<file path="config.mk">
export PLATFORM = sky130hd
export DESIGN_NAME = issue_queue
export DESIGN_NICKNAME = d
export VERILOG_FILES = /design/src/rtl/issue_queue_pkg.sv /design/src/rtl/issue_entry_wakeup.sv /design/src/rtl/issue_queue.sv
export SDC_FILE = /design/constraint.sdc
export NUM_CORES = 1
export LEC_CHECK = 0
export CAP_MARGIN = 25
export CORE_MARGIN = 1.5
export CORE_UTILIZATION = 25
export CTS_CLUSTER_SIZE = 10
export DETAILED_ROUTE_END_ITERATION = 12
export REMOVE_ABC_BUFFERS = 1
export SLEW_MARGIN = 20
export SYNTH_ARGS = -nofsm -noshare
export SYNTH_HDL_FRONTEND = slang
export SYNTH_SLANG_ARGS = --single-unit
</file>
<file path="constraint.sdc">
create_clock -name clk -period 5.7 [get_ports clk]
set_clock_uncertainty 0.15 [all_clocks]
set_input_delay 1.71 -clock clk [delete_from_list [all_inputs] [get_ports clk]]
set_output_delay 1.71 -clock clk [all_outputs]
set_load 0.1 [all_outputs]
</file>
<file path="src/rtl/issue_queue_pkg.sv">
// Shared types and widths for the in-order issue queue and its ex-side issue port.
// The head operands are woken and forwarded through the same compare helper used in storage.
package issue_queue_pkg;

    localparam int EX_UNIT_NUM       = 4;
    localparam int EX_UNIT_NUM_WIDTH = 2;
    localparam int INST_TAG_WIDTH    = 5;
    localparam int COMMON_WIDTH      = 32;
    localparam int OP_TYPE_WIDTH     = 4;

    localparam logic [INST_TAG_WIDTH-1:0]    TAG_INVALID = '1;
    localparam logic [EX_UNIT_NUM_WIDTH-1:0] EX_ALU_UNIT = '0;

    typedef struct packed {
        logic [EX_UNIT_NUM_WIDTH-1:0]         unit;
        logic [INST_TAG_WIDTH-1:0]            target;
        logic [1:2][COMMON_WIDTH-1:0]         val;
        logic [1:2][INST_TAG_WIDTH-1:0]       tag;
        logic [OP_TYPE_WIDTH-1:0]             op;
    } issue_entry_t;

    // A broadcast of TAG_INVALID carries no result and must never wake an operand.
    function automatic logic tag_match(input logic [INST_TAG_WIDTH-1:0] tag,
                                       input logic [INST_TAG_WIDTH-1:0] cdb_target);
        return (cdb_target != TAG_INVALID) && (tag == cdb_target);
    endfunction

endpackage

</file>
<file path="src/rtl/issue_entry_wakeup.sv">
// Operand compare-and-capture for one queue entry: replaces any operand waiting on
// the broadcast tag with the broadcast result and marks it ready.
module issue_entry_wakeup
    import issue_queue_pkg::*;
(
    input  issue_entry_t              i_entry,
    input  logic [INST_TAG_WIDTH-1:0] i_cdb_target,
    input  logic [COMMON_WIDTH-1:0]   i_cdb_result,
    output issue_entry_t              o_entry
);

    always_comb begin
        o_entry = i_entry;
        if (tag_match(i_entry.tag[1], i_cdb_target)) begin
            o_entry.val[1] = i_cdb_result;
            o_entry.tag[1] = TAG_INVALID;
        end
        if (tag_match(i_entry.tag[2], i_cdb_target)) begin
            o_entry.val[2] = i_cdb_result;
            o_entry.tag[2] = TAG_INVALID;
        end
    end

endmodule

</file>
<file path="src/rtl/issue_queue.sv">
// In-order issue queue between rename and the execution units: circular buffer with
// operand wake-up from the ALU result bus and one issue per cycle from the head.
module issue_queue
    import issue_queue_pkg::*;
#(
    parameter int DEPTH = 4
) (
    input  logic                         clk,
    input  logic                         rst,
    input  logic                         flush,
    input  logic                         dec_valid,
    output logic                         dec_ready,
    input  logic [EX_UNIT_NUM_WIDTH-1:0] dec_unit,
    input  logic [INST_TAG_WIDTH-1:0]    dec_target,
    input  logic [COMMON_WIDTH-1:0]      dec_val [1:2],
    input  logic [INST_TAG_WIDTH-1:0]    dec_tag [1:2],
    input  logic [OP_TYPE_WIDTH-1:0]     dec_op,
    input  logic [INST_TAG_WIDTH-1:0]    cdb_target,
    input  logic [COMMON_WIDTH-1:0]      cdb_result,
    input  logic [EX_UNIT_NUM-1:0]       full,
    output logic                         out_ce,
    output logic [EX_UNIT_NUM_WIDTH-1:0] out_unit,
    output logic [INST_TAG_WIDTH-1:0]    out_target,
    output logic [COMMON_WIDTH-1:0]      out_val [1:2],
    output logic [INST_TAG_WIDTH-1:0]    out_tag [1:2],
    output logic [OP_TYPE_WIDTH-1:0]     out_op,
    output logic [$clog2(DEPTH):0]       dbg_count
);

    localparam int PTR_W = $clog2(DEPTH);

    logic [PTR_W-1:0] r_head;
    logic [PTR_W-1:0] r_tail;
    logic [PTR_W:0]   r_count;
    issue_entry_t     r_mem [DEPTH];

    issue_entry_t     w_woken [DEPTH];
    issue_entry_t     w_push_raw;
    issue_entry_t     w_push_entry;
    issue_entry_t     w_head;
    logic             w_empty;
    logic             w_push;
    logic             w_issue;

    always_comb begin
        w_push_raw        = '0;
        w_push_raw.unit   = dec_unit;
        w_push_raw.target = dec_target;
        w_push_raw.val[1] = dec_val[1];
        w_push_raw.val[2] = dec_val[2];
        w_push_raw.tag[1] = dec_tag[1];
        w_push_raw.tag[2] = dec_tag[2];
        w_push_raw.op     = dec_op;
    end

    for (genvar g = 0; g < DEPTH; g++) begin : g_wake
        issue_entry_wakeup u_wake (
            .i_entry      (r_mem[g]),
            .i_cdb_target (cdb_target),
            .i_cdb_result (cdb_result),
            .o_entry      (w_woken[g])
        );
    end

    issue_entry_wakeup u_push_wake (
        .i_entry      (w_push_raw),
        .i_cdb_target (cdb_target),
        .i_cdb_result (cdb_result),
        .o_entry      (w_push_entry)
    );

    assign w_empty   = (r_count == '0);
    assign w_head    = w_woken[r_head];
    assign dec_ready = (r_count < (PTR_W+1)'(DEPTH));
    assign w_push    = dec_valid && dec_ready && !flush;
    assign w_issue   = !w_empty && !full[w_head.unit] && !flush;
    assign dbg_count = r_count;

    // The woken head drives the port so a same-cycle broadcast is forwarded to the unit.
    always_comb begin
        out_ce     = w_issue;
        out_unit   = '0;
        out_target = TAG_INVALID;
        out_val[1] = '0;
        out_val[2] = '0;
        out_tag[1] = TAG_INVALID;
        out_tag[2] = TAG_INVALID;
        out_op     = '0;
        if (!w_empty) begin
            out_unit   = w_head.unit;
            out_target = w_head.target;
            out_val[1] = w_head.val[1];
            out_val[2] = w_head.val[2];
            out_tag[1] = w_head.tag[1];
            out_tag[2] = w_head.tag[2];
            out_op     = w_head.op;
        end
    end

    always_ff @(posedge clk or posedge rst) begin
        if (rst) begin
            r_head  <= '0;
            r_tail  <= '0;
            r_count <= '0;
        end else if (flush) begin
            r_head  <= '0;
            r_tail  <= '0;
            r_count <= '0;
        end else begin
            if (w_push)
                r_tail <= r_tail + 1'b1;
            if (w_issue)
                r_head <= r_head + 1'b1;
            case ({w_push, w_issue})
                2'b10:   r_count <= r_count + 1'b1;
                2'b01:   r_count <= r_count - 1'b1;
                default: r_count <= r_count;
            endcase
        end
    end

    // Storage is not reset; entries outside [head, tail) are dead and never observed.
    always_ff @(posedge clk) begin
        for (int i = 0; i < DEPTH; i++)
            r_mem[i] <= w_woken[i];
        if (w_push)
            r_mem[r_tail] <= w_push_entry;
    end

endmodule
</file>
# After elaboration in Yosys (flattened, before gate mapping)
# Memory sizes are Yosys's and may differ from the RTL's.
# Cells that the tools add are included.
totals:
  rom_bits: 0
  memories: 1
  latchBits: 0
  wordCells: 84
  mem_bits_rw: 340
  output_inout_bits: 90
  in_bits: 130
  register_bits: 7
classes:
  n_mul: 0
  magnitude_cmp: 3
  n_eq_ne: 13
  div: 0
  add_sub_neg: 4
  shift: 0
  n_reduce_logical: 21
  n_mux: 38
  bitwise: 1
memory_table:
  columns: ["name", "words", "word_bits", "rd", "rd_clocked_by_memory_dff", "write_ports", "line", "text"]
  rows:
  - ["r_mem", 4, 85, 4, 0, 5, "issue_queue.sv:35", "issue_entry_t r_mem [DEPTH];"]
op_table:
  columns: ["cell", "n"]
  rows:
  - ["32-bit two-way mux", 10]
  - ["85-bit binary-select mux with 2-bit select", 1]
  - ["85-bit two-way mux", 2]
  - ["64-bit two-way mux", 1]
  - ["5-bit two-way mux", 11]
  - ["5-bit == test", 10]
  - ["1-bit logical AND", 14]
  - ["10-bit two-way mux", 1]
  - ["2-bit two-way mux", 5]
  - ["3-bit case mux with 2 select lines", 1]
  - ["5-bit inequality test (second input constant)", 1]
  - ["2-bit by 1-bit adder with 2-bit output (second input constant)", 2]
  - ["4-bit two-way mux", 1]
  - ["2-bit nonzero test", 2]
  - ["3-bit by 1-bit adder with 3-bit output (second input constant)", 1]
  - ["3-bit >= comparator (second input constant)", 1]
  - ["1-bit zero test", 3]
  - ["3-bit zero test", 1]
  - ["2-bit by 3-bit less-than comparator with 1-bit output (second input constant)", 1]
  - ["3-bit less-than comparator (second input constant)", 1]
  - ["1-bit two-way mux", 3]
  - ["3-bit two-way mux", 1]
  - ["2-bit NOT with 3-bit output", 1]
  - ["3-bit nonzero test", 1]
  - ["other kinds (4)", 4]

# Longest topological paths before layout
# Gate-level depths: netlist of run 1.
logic_depth:
  word_depth: 14
  mapped_depth: 11
  ltp_nobuf: 10

# Cells and area by module
# From an unflattened synthesis of run 1, not the netlist that was laid out.
hier_totals:
  hier_cells: 1512
  hier_area_um2: 20230.7
modules_own_cells:
  columns: ["mod", "n_inst", "cells_each", "area_each_um2", "seq_area_each_um2"]
  rows:
  - ["issue_queue", 1, 977, 13912.1, 6981.7]
  - ["issue_entry_wakeup", 5, 107, 1263.7, 0.0]

# Worst setup path before layout of run 1
# OpenSTA, ideal clock, no wires.
synth_path:
  kind: "input -> output"
  start: "in cdb_target[3]"
  end: "out out_val[12] in the netlist's numbering"
  arrival_ps: 3854
  path_buffers: 3
  required_ps: 3840
  slack_ps: -14
  stages: 9
  path_cell_list: "buf_2 > xor2_1 > nor3_1 > and4_1 > buf_2 > buf_1 > nand3_1 > o211ai_1 > a22o_1"
synth_rtl:
  columns: ["item", "line", "text"]
  rows:
  - ["start: declaration", "issue_queue.sv:18", "input logic [INST_TAG_WIDTH-1:0] cdb_target,"]
  - ["end: declaration", "issue_queue.sv:24", "output logic [COMMON_WIDTH-1:0] out_val [1:2],"]

==> results of run 1 <==
==> final cells by class <==
type	count	area, um^2
Fill cell	7008	45900
Multi-Input combinational cell	1417	9580
Sequential cell	347	7430
Timing Repair Buffer	361	4790
Clock buffer	62	1190
Tap cell	940	1180
Clock inverter	7	148
Inverter	39	146
Antenna cell	2	5.00
==> cell usage after synthesis, types with 10 or more instances <==
master,instances
a21oi_1,317
a22o_1,64
buf_1,25
buf_2,68
buf_4,10
buf_6,13
clkbuf_1,131
dfxtp_1,296
edfxtp_1,44
inv_1,37
mux2i_1,131
mux4_2,11
nand2_1,14
nand2b_1,10
nand3_1,263
nor2_1,39
nor3_1,65
o211ai_1,128
o22a_1,10
o22ai_1,256
xnor2_1,29
xor2_1,25
==> worst max-delay path, delay by kind of cell <==
kind                   cells  cell delay [ps]
and+or+nand+nor            3              710
AOI/OAI and AO/OA          2              440
buffers and inverters      5              790
muxes                      1              240
==> registers in the layout, summed over array words and instances, names as in the netlist <==
signal     flops
dbg_count      3
r_head         2
r_mem        340
r_tail         2
==> cell families after synthesis <==
kind of cell             count (synthesis)  share of synthesized area
multiplexers                           147                     0.0904
adder cells (fa/ha/maj)                  5                    0.00392
flip-flops                             347                      0.415
AND/OR/NAND/NOR                        429                      0.121
AO/OA/AOI/OAI                          782                      0.271
XOR/XNOR                                54                     0.0264
buffers and inverters                  286                     0.0723
==> per-stage QoR <==
step,TNS [ps],utilization,cells
after global routing,-5210,0.347,3173
after floorplan,-908460,-,1803
final,-1350,0.347,3175
after detailed placement,-29640,0.314,3058
after global placement,-33560,0.314,3058
after CTS,-1520,0.343,3158
==> power by group through the flow <==
| stage | logic, mW | registers (mW) | clock network [mW] |
|---|---|---|---|
| global placement | 11.0 | 4.27 | 0 |
| detailed placement | 11.2 | 4.34 | 0 |
| global route | 12.2 | 4.45 | 2.81 |
| CTS | 11.5 | 4.30 | 2.72 |
| floorplan | 7.19 | 4.42 | 0 |
| finish | 11.6 | 4.34 | 2.68 |
==> path summary, 6_finish.rpt <==
kind                               startpoint      endpoint  slack, ps  depth (start not counted)
worst max-delay path            cdb_target[3]   out_val[24]        -90                         11
worst min-delay path             r_mem[0][73]  r_mem[0][73]        360                          2
worst max register to register      r_head[0]  dbg_count[2]       2120                          8
worst min register to register   r_mem[0][73]  r_mem[0][73]        360                          2
max in group asynchronous                 rst     r_head[0]       3890                          2
min in group asynchronous                 rst  dbg_count[2]       1240                          2
==> metal layers <==
layer / wire (um) / vias up
li1: - / 8117
met4: 2870 / 18
met2: 35800 / 1211
met1: 33300 / 9110
met3: 8980 / 208
met5: 122 / -
==> timing repair <==
item | CTS | global route
gates cloned | 8 | 7
gates resized for setup | 77 | 35
hold endpoints to repair | 0 | 0
endpoints found under the setup margin | 74 | 73
setup buffers | 24 | 15
pin swaps | 38 | 46
==> reports/metrics.cfg, run 1 <==
[grt]
groute.layer.met3.usage=0.0530
busiest_layer=met2
gr-total-overflow=0
grt_util_met1=0.277
grt_pass1_wl_um=117000
grt_util_all_layers=0.209
grt_pass1_vias=18000
grt_max_degree=163
grt_antenna_before_repair=10
use_met2=0.325

[floorplan]
fp.coreArea_mm2=0.0704
start_util=0.254
die-area_mm2=0.0732
rows=97
die_w_um=271
die_y_um=271
ios=220

[critical_path]
path_cells=buf_6, and3_4, and3_4, buf_4, nor4_4, buf_6, buf_12, mux2i_1, o211ai_1, a22o_1, buf_12
worst-setup-path-type=in2out
cp.arrival_ps=3930
crit_required_ps=3840
cp-start-kind=input port
slowest_delay_ps=330
cp_slowest_cell=nor4_4
worstSetupEndpointType=primary output
crit_fanout=7

[timing]
slew_headroom=0.267
holdWs_ps=356
worst_pin_slew_ps=1100
drv_slew=0
hold_violations=0
max_freq_ghz=0.173
grt_setup_unrepaired=true
layout_setup_ws_ps=-85.5
period_minus_slack_ps=5790
setup_viol_count_final=42
fin_crit_sh=1.02

[cts]
clk_pin_slew_ps=50
cts_buffers=43
ctsHoldBuffers=0
htreeDepth=2
cts_tree=built
cts.path.max_buffers=3
worst_skew_pair.late_latency_ps=580
clock-sinks=347
root_buffer=clkbuf_16

[placed_design]
port_buffers=219
detailed_place_hpwl_um=49600
place_ws_ps=-470
place_congestion=0.821
post_dp_cell_area_mm2=0.0221

[power]
p_per_area_mw_per_mm2=763
p_int_mw=9.40
p_total_mw=18.7
switching_share=0.496
switchingPower_mw=9.25
ir_drop_v=0.000665
clock_power_share=0.144
combPwrFrac=0.624
cellLeakagePower_nw=8.38
seq_power_share=0.233

[job]
max_cap_viol_count=0

[yosys]
synth_top_cells_by_area=dfxtp_1 (33%), o22ai_1 (9.0%), a21oi_1 (8.9%), edfxtp_1 (7.4%), nand3_1 (7.4%)
synthArstFlopShare=0.0202
yosys_warnings=0
synth_ff_type=dfxtp_1
synth-edff-count=44
synth_top_area_cell=dfxtp_1
ys_types=44
mappedNetlistArea_mm2=0.0179
synth.top_cell.area_share=0.331
postSynthAreaPerCell_um2=8.73
ys_seq_elements=347
ys_seq_area_frac=0.415
syn_inst=2050

[drt]
wl_per_cell_um=25.5
via_count=18700
viasPerCell=5.88
drt-initial-drc-count=2151
detail-route-antenna-nets=0
post-route-drc-count=0
wl_um=81100
drtPass1Iterations=6

[layout]
final_cell_mix=a21oi_1 (317), dfxtp_1 (296), o22ai_1 (256)
layout_commonest_cell=a21oi_1
fin_area_mm2=0.0245
drive_gt1_frac=0.170
nets=2344
areaGrowthSynthToFinish_pct=36.7

[run_status]
run_status=finished with violations
violations=setup timing

[hold_path]
hold_class=reg2reg

Power figures use the tool's default switching activity.
==> run 2, diff against run 1 <==
--- a/config.mk
+++ b/config.mk
@@ -8,8 +8,11 @@
 export CAP_MARGIN = 25
 export CORE_MARGIN = 1.5
 export CORE_UTILIZATION = 25
+export CTS_BUF_LIST = sky130_fd_sc_hd__clkbuf_8 sky130_fd_sc_hd__clkbuf_16
 export CTS_CLUSTER_SIZE = 10
 export DETAILED_ROUTE_END_ITERATION = 12
+export GPL_ROUTABILITY_DRIVEN = 0
+export MAX_ROUTING_LAYER = met4
 export REMOVE_ABC_BUFFERS = 1
 export SLEW_MARGIN = 20
 export SYNTH_ARGS = -nofsm -noshare
==> run 2 against run 1 <==
Net effect:
- total power about the same
- count of clock-buffer cells in the layout decreased by 15
- clock power about the same
- fmax increased by 0.56%
- global-route usage increased by 0.62 points
- the run still ends with setup timing left
- combinational power about the same
- critical endpoint is now out_val[21]
- sequential share of layout area decreased by 0.15 points
- worst hold slack got worse by 0.68 ps
- flip-flop and latch count unchanged
- worst setup slack improved by 32 ps
- sequential power about the same
- via count unchanged
==> reports/metrics.cfg, run 2 (synthesis results as in run 1) <==
[timing]
slew_headroom=0.275
hold_violations=0
drv_slew=0
grt_setup_unrepaired=true
max_freq_ghz=0.174
fin_crit_sh=1.01
layout_setup_ws_ps=-53.3
period_minus_slack_ps=5750
setup_viol_count_final=14
worst_pin_slew_ps=1090

[run_status]
violations=setup timing
run_status=finished with violations

[power]
p_per_area_mw_per_mm2=759
p_total_mw=18.6
cellLeakagePower_nw=8.51
ir_drop_v=0.000664

[grt]
grt_pass1_wl_um=117000
grt_antenna_before_repair=10
grt_util_all_layers=0.215
gr-total-overflow=0
grt_pass1_vias=18000
grt_max_degree=163

[cts]
cts_buffers=43
clock-sinks=347
ctsHoldBuffers=0
root_buffer=clkbuf_16
clk_pin_slew_ps=60
htreeDepth=2
worst_skew_pair.late_latency_ps=580
cts_tree=built
cts.path.max_buffers=3

[placed_design]
detailed_place_hpwl_um=49600
port_buffers=219
dp.cells=3058

[drt]
top_layer_used=met4
drt-initial-drc-count=2156
via_count=18700
wl_per_cell_um=25.3
post-route-drc-count=0
viasPerCell=5.85
detail-route-antenna-nets=0
wl_um=80900
wl_met1_um=33400
wl_met3_um=8770
met2WireLength_um=35900
drtPass1Iterations=6

[layout]
layoutNonFillerInstCount=3193
areaGrowthSynthToFinish_pct=37.4
largest_register=r_mem
drive_gt1_frac=0.173
final_core_util=0.349
final_cell_mix=a21oi_1 (317), dfxtp_1 (296), o22ai_1 (256), nand3_1 (256), clkdlybuf4s50_1 (137)
nets=2354
largest_register_ff_count=340
layout_commonest_cell=a21oi_1

[floorplan]
start_util=0.254
fp.coreArea_mm2=0.0704
die_y_um=271
ios=220
rows=97
die_w_um=271
die-area_mm2=0.0732

[job]
max_cap_viol_count=0

[critical_path]
crit_fanout=9
ff2ff_path_depth=8
cp-start-kind=input port
worstSetupEndpointType=primary output
startpoint=cdb_target[0]
crit_end=out_val[21]
r2r-end=dbg_count[2]
r2r-start=r_head[0]
cp.arrival_ps=3890
worst-setup-path-type=in2out
crit_required_ps=3840
rrSetupSlack_ps=2110

[hold_path]
hold_class=reg2reg

-- run 2: cell types whose count changed in the layout (fill, tap and decap cells not counted), sizes merged --
cell,change
inv,+15
buf,+12
diode,+8
clkbuf,-17
-- run 2: what timing repair did --
item / CTS / global route
buffers inserted: 24 / 26
setup endpoints to repair: 74 / 73
pin swaps: 38 / 38
gates cloned: 8 / 6
gates resized for setup: 77 / 55
-- run 2: how the worst min path moves through the flow --
stage                 startpoint  depth (start not counted)      endpoint  slack (ps)
finish              r_mem[2][46]                          2  r_mem[2][46]         360
global placement    r_mem[3][67]                          2  r_mem[3][67]         340
floorplan           r_mem[0][14]                          2  r_mem[0][14]         330
global route        r_mem[1][30]                          2  r_mem[1][30]         370
detailed placement  r_mem[2][29]                          2  r_mem[2][29]         350
CTS                 r_mem[0][47]                          2  r_mem[0][47]         360
-- run 2: final cells by class --
class                      instances  area (um^2)
tap                              940         1180
antenna                           10         25.0
clock buffer                      47         1130
fill                            7005        45800
clock inverter                    22          204
sequential                       347         7430
multi-input combinational       1417         9560
timing repair buffer             371         4910
inverter                          39          146
-- run 2: where the power goes --
group / leakage [nW] / internal [mW] / switching (mW) / total [mW]
Combinational: 4.82 / 4.23 / 7.42 / 11.7
Clock: 0.708 / 1.55 / 1.10 / 2.65
Sequential: 2.98 / 3.61 / 0.723 / 4.34
-- run 2: routing by layer --
| layer | up-vias | global-route usage |
|---|---|---|
| met2 | 1233 | 0.325 |
| met5 | - | - |
| li1 | 8149 | - |
| met3 | 221 | 0.0520 |
| met1 | 9061 | 0.277 |
| met4 | 0 | 0.0788 |
-- run 2: metrics by stage --
step           TNS [ps]  instance area, um^2  setup slack, ps  hold slack, ps
4_1_cts           -1520                24100             -119             357
3_3_place_gp     -33560                22100             -579             340
5_1_grt           -3260                24600             -131             369
3_5_place_dp     -29640                22100             -470             347
6_report           -277                24600            -53.3             355
2_1_floorplan   -908460                16700            -6280             332
-- run 2: critical path: stages --
cell and delay, ps:
buf_4 140, buf_6 130, buf_6 120, xor2_2 180, nor3_4 240, buf_4 140
nand4_1 120, buf_6 180, clkbuf_16 180, nand3_1 110, o211ai_1 120, a22o_1 300
buf_12 200
